--- config.mk ---
export PLATFORM = sky130hd
export DESIGN_NAME = lif_neuron
export DESIGN_NICKNAME = d
export VERILOG_FILES = /design/src/rtl/lif_neuron.sv
export SDC_FILE = /design/constraint.sdc
export NUM_CORES = 1
export LEC_CHECK = 0
export CAP_MARGIN = 20
export CORE_MARGIN = 1
export CORE_UTILIZATION = 35
export DETAILED_ROUTE_END_ITERATION = 10
export DONT_BUFFER_PORTS = 1
export PLACE_DENSITY = 0.55
export SLEW_MARGIN = 20
export SYNTH_ARGS = -nofsm -noshare
export SYNTH_HDL_FRONTEND = slang
export SYNTH_SLANG_ARGS = --single-unit
--- constraint.sdc ---
create_clock -name i_clk -period 13.3 [get_ports i_clk]
set_input_delay 1.995 -clock i_clk [delete_from_list [all_inputs] [get_ports i_clk]]
set_output_delay 1.995 -clock i_clk [all_outputs]
set_load 0.01 [all_outputs]
--- src/rtl/lif_neuron.sv ---
// Leaky integrate-and-fire neuron core.
// Each enabled cycle the signed weights of the active synapses are added to the
// membrane value r_sv, which saturates to [0, 2^p_width-1]. A periodic shift-leak
// is folded into the same clamp. Crossing the threshold gives a one-cycle FIRE
// state, in which o_sv still shows the peak value. A refractory period with r_sv
// held at zero follows the spike.
// There is no valid/ready handshake on this block. i_en only qualifies
// integration and leak. o_spike is a single-cycle strobe that the downstream
// last-value register uses as its capture edge for o_sv.
module lif_neuron #(
    parameter int p_width       = 20,
    parameter int p_n_syn       = 8,
    parameter int p_wwidth      = 8,
    parameter int p_leak_period = 16,
    parameter int p_leak_shift  = 4,
    parameter int p_refrac      = 4
) (
    input  logic                          i_clk,
    input  logic                          i_rst,
    input  logic                          i_en,
    input  logic [p_n_syn-1:0]            i_syn_spike,
    input  logic [p_n_syn*p_wwidth-1:0]   i_weights,
    input  logic [p_width-1:0]            i_threshold,
    output logic [p_width-1:0]            o_sv,
    output logic                          o_spike,
    output logic                          o_refractory,
    output logic [1:0]                    o_dbg_state
);

    // The synapse sum is wide enough that it can never overflow.
    localparam int SW  = p_wwidth + $clog2(p_n_syn) + 1;
    // The update arithmetic carries one extra bit for the sign and one for headroom.
    localparam int NW  = ((p_width > SW) ? p_width : SW) + 2;
    localparam int LCW = (p_leak_period > 1) ? $clog2(p_leak_period) : 1;
    localparam int RCW = (p_refrac > 1) ? $clog2(p_refrac) : 1;

    localparam bit              LEAK_ON     = (p_leak_period > 0);
    localparam bit              REFRAC_ON   = (p_refrac > 0);
    localparam logic [LCW-1:0]  LEAK_LAST   = LCW'((p_leak_period > 0) ? p_leak_period - 1 : 0);
    localparam logic [RCW-1:0]  REFRAC_LOAD = RCW'((p_refrac > 0) ? p_refrac - 1 : 0);
    localparam logic [p_width-1:0] SV_MAX   = '1;
    localparam logic [NW-1:0]   SV_MAX_EXT  = {{(NW-p_width){1'b0}}, SV_MAX};

    typedef enum logic [1:0] {
        ST_INTEGRATE = 2'd0,
        ST_FIRE      = 2'd1,
        ST_REFRAC    = 2'd2
    } state_t;

    state_t             state;
    logic [p_width-1:0] r_sv;
    logic [LCW-1:0]     r_leak_cnt;
    logic [RCW-1:0]     r_refrac_cnt;

    logic [SW-1:0]      syn_sum;
    logic               leak_tick;
    logic [p_width-1:0] leak_amt;
    logic [NW-1:0]      new_full;
    logic [p_width-1:0] new_sv;

    // Two's-complement sum of the weights whose synapse bit is set.
    always_comb begin
        syn_sum = '0;
        for (int k = 0; k < p_n_syn; k++) begin
            if (i_syn_spike[k]) begin
                syn_sum = syn_sum + {{(SW-p_wwidth){i_weights[k*p_wwidth + p_wwidth - 1]}},
                                     i_weights[k*p_wwidth +: p_wwidth]};
            end
        end
    end

    // The leak applies on the last cycle of each period and uses the pre-update membrane value.
    always_comb begin
        leak_tick = LEAK_ON && (r_leak_cnt == LEAK_LAST);
        leak_amt  = leak_tick ? (r_sv >> p_leak_shift) : '0;
    end

    // Leak and input are combined in wide arithmetic, then clamped to [0, max].
    always_comb begin
        new_full = {{(NW-p_width){1'b0}}, r_sv}
                 - {{(NW-p_width){1'b0}}, leak_amt}
                 + {{(NW-SW){syn_sum[SW-1]}}, syn_sum};
        if (new_full[NW-1]) begin
            new_sv = '0;
        end else if (new_full > SV_MAX_EXT) begin
            new_sv = SV_MAX;
        end else begin
            new_sv = new_full[p_width-1:0];
        end
    end

    // Neuron FSM: integrate, then a single fire cycle, then the refractory countdown.
    always_ff @(posedge i_clk or posedge i_rst) begin
        if (i_rst) begin
            state        <= ST_INTEGRATE;
            r_sv         <= '0;
            r_leak_cnt   <= '0;
            r_refrac_cnt <= '0;
        end else begin
            case (state)
                ST_INTEGRATE: begin
                    if (i_en) begin
                        r_sv <= new_sv;
                        if (!LEAK_ON || leak_tick) begin
                            r_leak_cnt <= '0;
                        end else begin
                            r_leak_cnt <= r_leak_cnt + LCW'(1);
                        end
                        if (new_sv >= i_threshold) begin
                            state <= ST_FIRE;
                        end
                    end
                end
                ST_FIRE: begin
                    r_sv       <= '0;
                    r_leak_cnt <= '0;
                    if (REFRAC_ON) begin
                        state        <= ST_REFRAC;
                        r_refrac_cnt <= REFRAC_LOAD;
                    end else begin
                        state <= ST_INTEGRATE;
                    end
                end
                ST_REFRAC: begin
                    r_sv <= '0;
                    if (r_refrac_cnt == '0) begin
                        state <= ST_INTEGRATE;
                    end else begin
                        r_refrac_cnt <= r_refrac_cnt - RCW'(1);
                    end
                end
                default: begin
                    state <= ST_INTEGRATE;
                end
            endcase
        end
    end

    // The outputs are decoded directly from registers, so they are glitch-free during the fire cycle.
    always_comb begin
        o_sv         = r_sv;
        o_spike      = (state == ST_FIRE);
        o_refractory = (state == ST_REFRAC);
        o_dbg_state  = state;
    end

endmodule

After elaboration in Yosys (flattened, before gate mapping)
Cells that the tools add are included.
{"block": "word_totals", "inputBits": 95, "register_bits": 28, "elab_cells": 56}
{"block": "op_classes", "n_reduce_logical": 10, "eq_ne": 7, "n_addsub": 11, "n_lt_le_gt_ge": 2, "mux": 22}
{"cell": "12-bit 2-to-1 mux", "n": 8}
{"cell": "12-bit adder", "n": 7}
{"cell": "20-bit 2-to-1 mux", "n": 3}
{"cell": "20-bit one-hot mux with 2 select lines", "n": 1}
{"cell": "21-bit by 12-bit adder with 22-bit output", "n": 1}
{"cell": "22-bit by 20-bit > comparator with 1-bit output, second input constant", "n": 1}
{"cell": "20-bit by 16-bit subtractor with 21-bit output", "n": 1}
{"cell": "20-bit >= comparator", "n": 1}
{"cell": "16-bit 2-to-1 mux", "n": 1}
{"cell": "2-bit 2-to-1 mux", "n": 4}
{"cell": "4-bit 2-to-1 mux", "n": 2}
{"cell": "4-bit one-hot mux with 2 select lines", "n": 1}
{"cell": "2-bit != test, second input constant", "n": 3}
{"cell": "2-bit one-hot mux with 3 select lines", "n": 1}
{"cell": "2-bit AND reduction", "n": 3}
{"cell": "2-bit nonzero test", "n": 3}
{"cell": "4-bit by 1-bit adder with 4-bit output, second input constant", "n": 1}
{"cell": "4-bit equality test, second input constant", "n": 1}
{"cell": "2-bit zero test", "n": 2}
{"cell": "2-bit one-hot mux with 2 select lines", "n": 1}
{"cell": "3-bit AND reduction", "n": 1}
{"cell": "2-bit by 1-bit equality test with 1-bit output, second input constant", "n": 1}
{"cell": "2-bit equality test, second input constant", "n": 1}
{"cell": "2-bit by 1-bit != test with 1-bit output, second input constant", "n": 1}
{"cell": "2 further kinds", "n": 2}

Logic depth before layout (Yosys ltp)
{"block": "logic_depth", "depth_word": 23, "ltp_mapped": 83, "ltp_nobuf": 80}

Worst setup path before layout
Ideal clock, no wire load.
{"block": "synth_timing", "kind": "input port to flip-flop", "from": "in i_syn_spike[0]", "to": "reg state[1], in the netlist o_dbg_state[1]", "setup_slack_ns": -1.910, "setup_time_ns": 0.079, "required_ns": 13.221, "arrival_ns": 15.131, "n_path_buf": 3, "cell_stages": 79, "path_cell_list": "buf_2 > and2_1 > ha_1 > inv_1 > fa_1 > nor2b_1 > o21a_1 > o21ai_0 > a21boi_0 > nand3b_1 > o21ai_0 > ha_1 > inv_1 > and3_1 > o31ai_1 > ha_1 > inv_1 > a21oi_1 > [43 not listed] > nor2_1 > or2_1 > ha_1 > nand2b_1 > a21o_1 > a21o_1 > a21oi_1 > nor2b_1 > o21ai_0 > nand2b_1 > a21oi_1 > nor2b_1 > o21ai_0 > a21oi_1 > o31ai_1 > a31oi_1 > o21ai_0 > mux2i_1"}
{"block": "synth_via", "elab_chain_len": 22}
{"element": "start, declared", "line_no": "21", "text": "input logic [p_n_syn-1:0] i_syn_spike,"}
{"element": "12-bit 2-to-1 mux *", "line_no": "65", "text": "if (i_syn_spike[k]) begin"}
{"element": "12-bit adder", "line_no": "66", "text": "syn_sum = syn_sum + {{(SW-p_wwidth){i_weights[k*p_wwidth + p_wwidth - 1]}},"}
{"element": "12-bit 2-to-1 mux *", "line_no": "65"}
{"element": "12-bit adder", "line_no": "66"}
{"element": "12-bit 2-to-1 mux *", "line_no": "65"}
{"element": "12-bit adder", "line_no": "66"}
{"element": "12-bit 2-to-1 mux *", "line_no": "65"}
{"element": "12-bit adder", "line_no": "66"}
{"element": "[6 not listed]"}
{"element": "12-bit 2-to-1 mux *", "line_no": "65"}
{"element": "21-bit by 12-bit adder with 22-bit output *", "line_no": "82", "text": "+ {{(NW-SW){syn_sum[SW-1]}}, syn_sum};"}
{"element": "22-bit by 20-bit > comparator with 1-bit output", "line_no": "85", "text": "end else if (new_full > SV_MAX_EXT) begin"}
{"element": "20-bit 2-to-1 mux", "line_no": "85"}
{"element": "20-bit 2-to-1 mux *", "line_no": "83", "text": "if (new_full[NW-1]) begin"}
{"element": "20-bit >= comparator *", "line_no": "109", "text": "if (new_sv >= i_threshold) begin"}
{"element": "2-bit != test (no line) *"}
{"element": "3-bit AND reduction (no line) *"}
{"element": "end signal, assigned", "line_no": "95", "text": "state <= ST_INTEGRATE;"}
{"element": "end signal, assigned", "line_no": "110", "text": "state <= ST_FIRE;"}
{"element": "end signal, assigned", "line_no": "118", "text": "state <= ST_REFRAC;"}
{"element": "end, declared", "line_no": "50", "text": "state_t state;"}
Mark *: on every way between the ends. The rest lies on a longest branch, timed or not.
A chain may end at the register's enable or synchronous reset.

Worst setup path after layout
Ends and elaborated chain as after synthesis.

==> flow_summary.yaml <==
worst_setup_path:
  start_kind: "input pin"
  worstSetupEndpointType: "register"
  timing.critical_path.mode_cell: "a21oi_2"
  worst-endpoint-arrival_ns: 14.37
  worst_path_required_time_ns: 13.49
  critical_path_class: "input pin to register"
  worst_r2r_startpoint: "r_leak_cnt[0]"
  critical_path.slowest_cell: "fa_2"
  worst_setup_path_startpoint: "i_syn_spike[0]"
  timing.critical_path.slowest_cell_delay_ns: 0.53
  timing.critical_path.fanout_max: 11
logic_synthesis:
  synth_async_sr_flop_share_pct: 100
  synth.distinct_cells: 68
  post_synth_inst_count: 1053
  main_synth_ff_type: "dfrtp_1"
  ys_top_cells_by_area: "ha_1, dfrtp_1, xnor2_1, o21ai_0, nor2_1"
  synth.cell_area_sq_um: 7740
  netlist.top_cell.by_area: "ha_1"
  post_synth.cell_area_avg_sq_um: 7.35
  ys_ff_latch: 28
  synth_top_area_share_pct: 21.7
  synth.net_count: 1291
  synth_enable_flop_cells: 0
  synth.yosys.warnings: 0
  synth-seq-area-share_pct: 9.05
global_routing:
  number_of_global_route_vias_before_repair: 7873
  antenna_found_initial: 0
  gr-total-overflow: 0
  track_usage_pct: 19.0
  largest_net_degree_at_the_start_of_global_routing: 29
  grt_first_pass_wirelength_microns: 35900
clock_network:
  cts_buffers: 3
  insertion_delay_ns: 0.27
  cts_tree: "built"
  clock-sinks: 28
  clk_path_buf_depth: 2
  clk_pin_slew_ns: 0.07
  clockRootBuffer: "clkbuf_16"
  h-tree-depth: 1
routing:
  1st_pass_router_iterations: 5
  drt_iter0_markers: 301
  post-route-drc-count: 0
  route.vias.total: 8027
  post_drt_via_cell_ratio: 5.08
  post_drt_wl_per_cell_microns: 13.6
  detail_route.wirelength_microns: 21500
  detail-route-antenna-nets: 0
timing:
  max_slew_violations: 0
  finalSetupViolCount: 2
  grt_setup_unrepaired: "true"
  timing.clock.skew_ns: 0.00500
  maxClockFrequency_mhz: 70.5
  period_minus_slack_ns: 14.18
  pnr_worst_setup_slack_ns: -0.875
  timing_worst_slew_pin_value_ns: 0.732
  timing.max_slew.rel_slack_pct: 51.2
  timing_hold_violations_final: 0
  finalCritPeriodShare_pct: 107
finish:
  drive_above_1_share_pct: 33.9
  flow.area_growth_from_synthesis_pct: 41.3
  layout.nets: 1538
  fillCellCount: 2125
  final_cell_mix: "buf_4, nor2_1, ha_1"
  most_frequent_standard_cell_in_the_layout_excluding_fill_and_tap_cells: "buf_4"
  n_antenna_cell: 0
die:
  num_rows: 54
  pin_count: 119
  die_y_microns: 151
  total_die_area_sq_um: 22700
  core_region_area_sq_um: 21800
  initial_utilization_pct: 35.6
  die_w_microns: 151
place:
  dp.final_hpwl_microns: 17300
  preCtsSetupSlack_ns: -1.48
  port_buffers: 0
  placer_s_final_routability_congestion_estimate: 0.851
hold_path:
  kind_of_path_behind_the_tightest_hold_check: "register to register"
  timing.hold.worst.start: "r_refrac_cnt[0]"
status:
  status: "finished with violations"
  violations_in_the_final_reports: "negative setup slack"
run:
  drv.max_cap_violation_count: 0
-- kinds of logic (layout without fill, tap and decap cells) --
family          after synthesis  in the layout  share of synthesized area, %
compound gates              324            324                          26.2
simple gates                315            315                          18.8
fa+ha+maj                   145            145                          24.3
mux                          36             36                          5.11
xor+xnor                     90             90                          10.7
buf+inv                     115            361                          5.90
flops                        28             28                          9.05
-- worst max-delay path: cells and delay by family --
family	cells	cell delay (ns)
and+or+nand+nor	14	1.64
AOI/OAI and AO/OA	29	4.50
xor gates and xnor gates	5	0.96
buffers and inverters	7	0.84
adders and majority gates	11	3.41
muxes	5	0.99
-- final timing paths --
check | endpoint | slack, ns | cells after the start
setup / recovery | o_dbg_state[1] | -0.88 | 71
hold / removal | r_refrac_cnt[0] | 0.51 | 1
setup reg to reg | o_dbg_state[1] | 5.04 | 45
hold reg to reg | r_refrac_cnt[0] | 0.51 | 1
max in group asynchronous | o_sv[18] | 11.33 | 2
min in group asynchronous | o_sv[6] | 1.67 | 2
-- state kept, by name, summed over array words and instances (netlist names) --
register	flops
o_dbg_state	2
o_sv	20
r_leak_cnt	4
r_refrac_cnt	2
-- cell usage after synthesis, drive strengths merged, types with 8 or more instances --
cell and number:
xor2 33, mux2 25, o21ai 107, a21o 31
nor2b 17, fa 9, ha 134, buf 8
clkbuf 16, a21oi 82, xnor2 55, nand2 90
nand2b 19, nor3 15, o21bai 12, mux2i 11
dfrtp 28, nand3 13, nor2 114, a211oi 15
inv 91, o21a 31, and2 10
-- what timing repair did --
| action | in CTS | in global routing |
|---|---|---|
| buffers inserted | 39 | 9 |
| setup endpoints to repair | 2 | 4 |
| hold buffers | 0 | 0 |
| gates cloned | 0 | 0 |
| gates resized for setup | 70 | 63 |
| pin swaps | 65 | 42 |
-- per-stage QoR --
stage	hold slack [ns]	instance area, sq um	cells	setup TNS [ns]	util [%]
after floorplan	0.457	7930	1053	-2.06	-
after global placement	0.481	9790	1528	-2.52	45.0
after detailed placement	0.498	9790	1528	-2.84	45.0
after CTS	0.511	10500	1570	-1.42	48.3
after global routing	0.552	10900	1579	-2.96	50.3
final	0.506	10900	1579	-1.60	50.3
-- layout make-up --
type | instances | area, sq um | share of cell area [%]
flip-flops and latches | 28 | 701 | 6.41
multi-input cells | 910 | 7450 | 68.1
clock buffers | 4 | 88.8 | 0.812
well taps | 280 | 350 | 3.20
inverters | 91 | 345 | 3.16
repair buffers | 266 | 2000 | 18.3
-- metal layers --
metal / track usage (%) / up-vias / share of wire (%)
met5: 0 / - / 0
met4: 1.50 / 0 / 0.60
met3: 2.94 / 12 / 3.6
met2: 33.6 / 105 / 49
met1: 25.0 / 3702 / 47
li1: - / 4208 / -
Power is not shown: default switching activity piles up to over one toggle a cycle in this logic, so the estimate is an artifact.
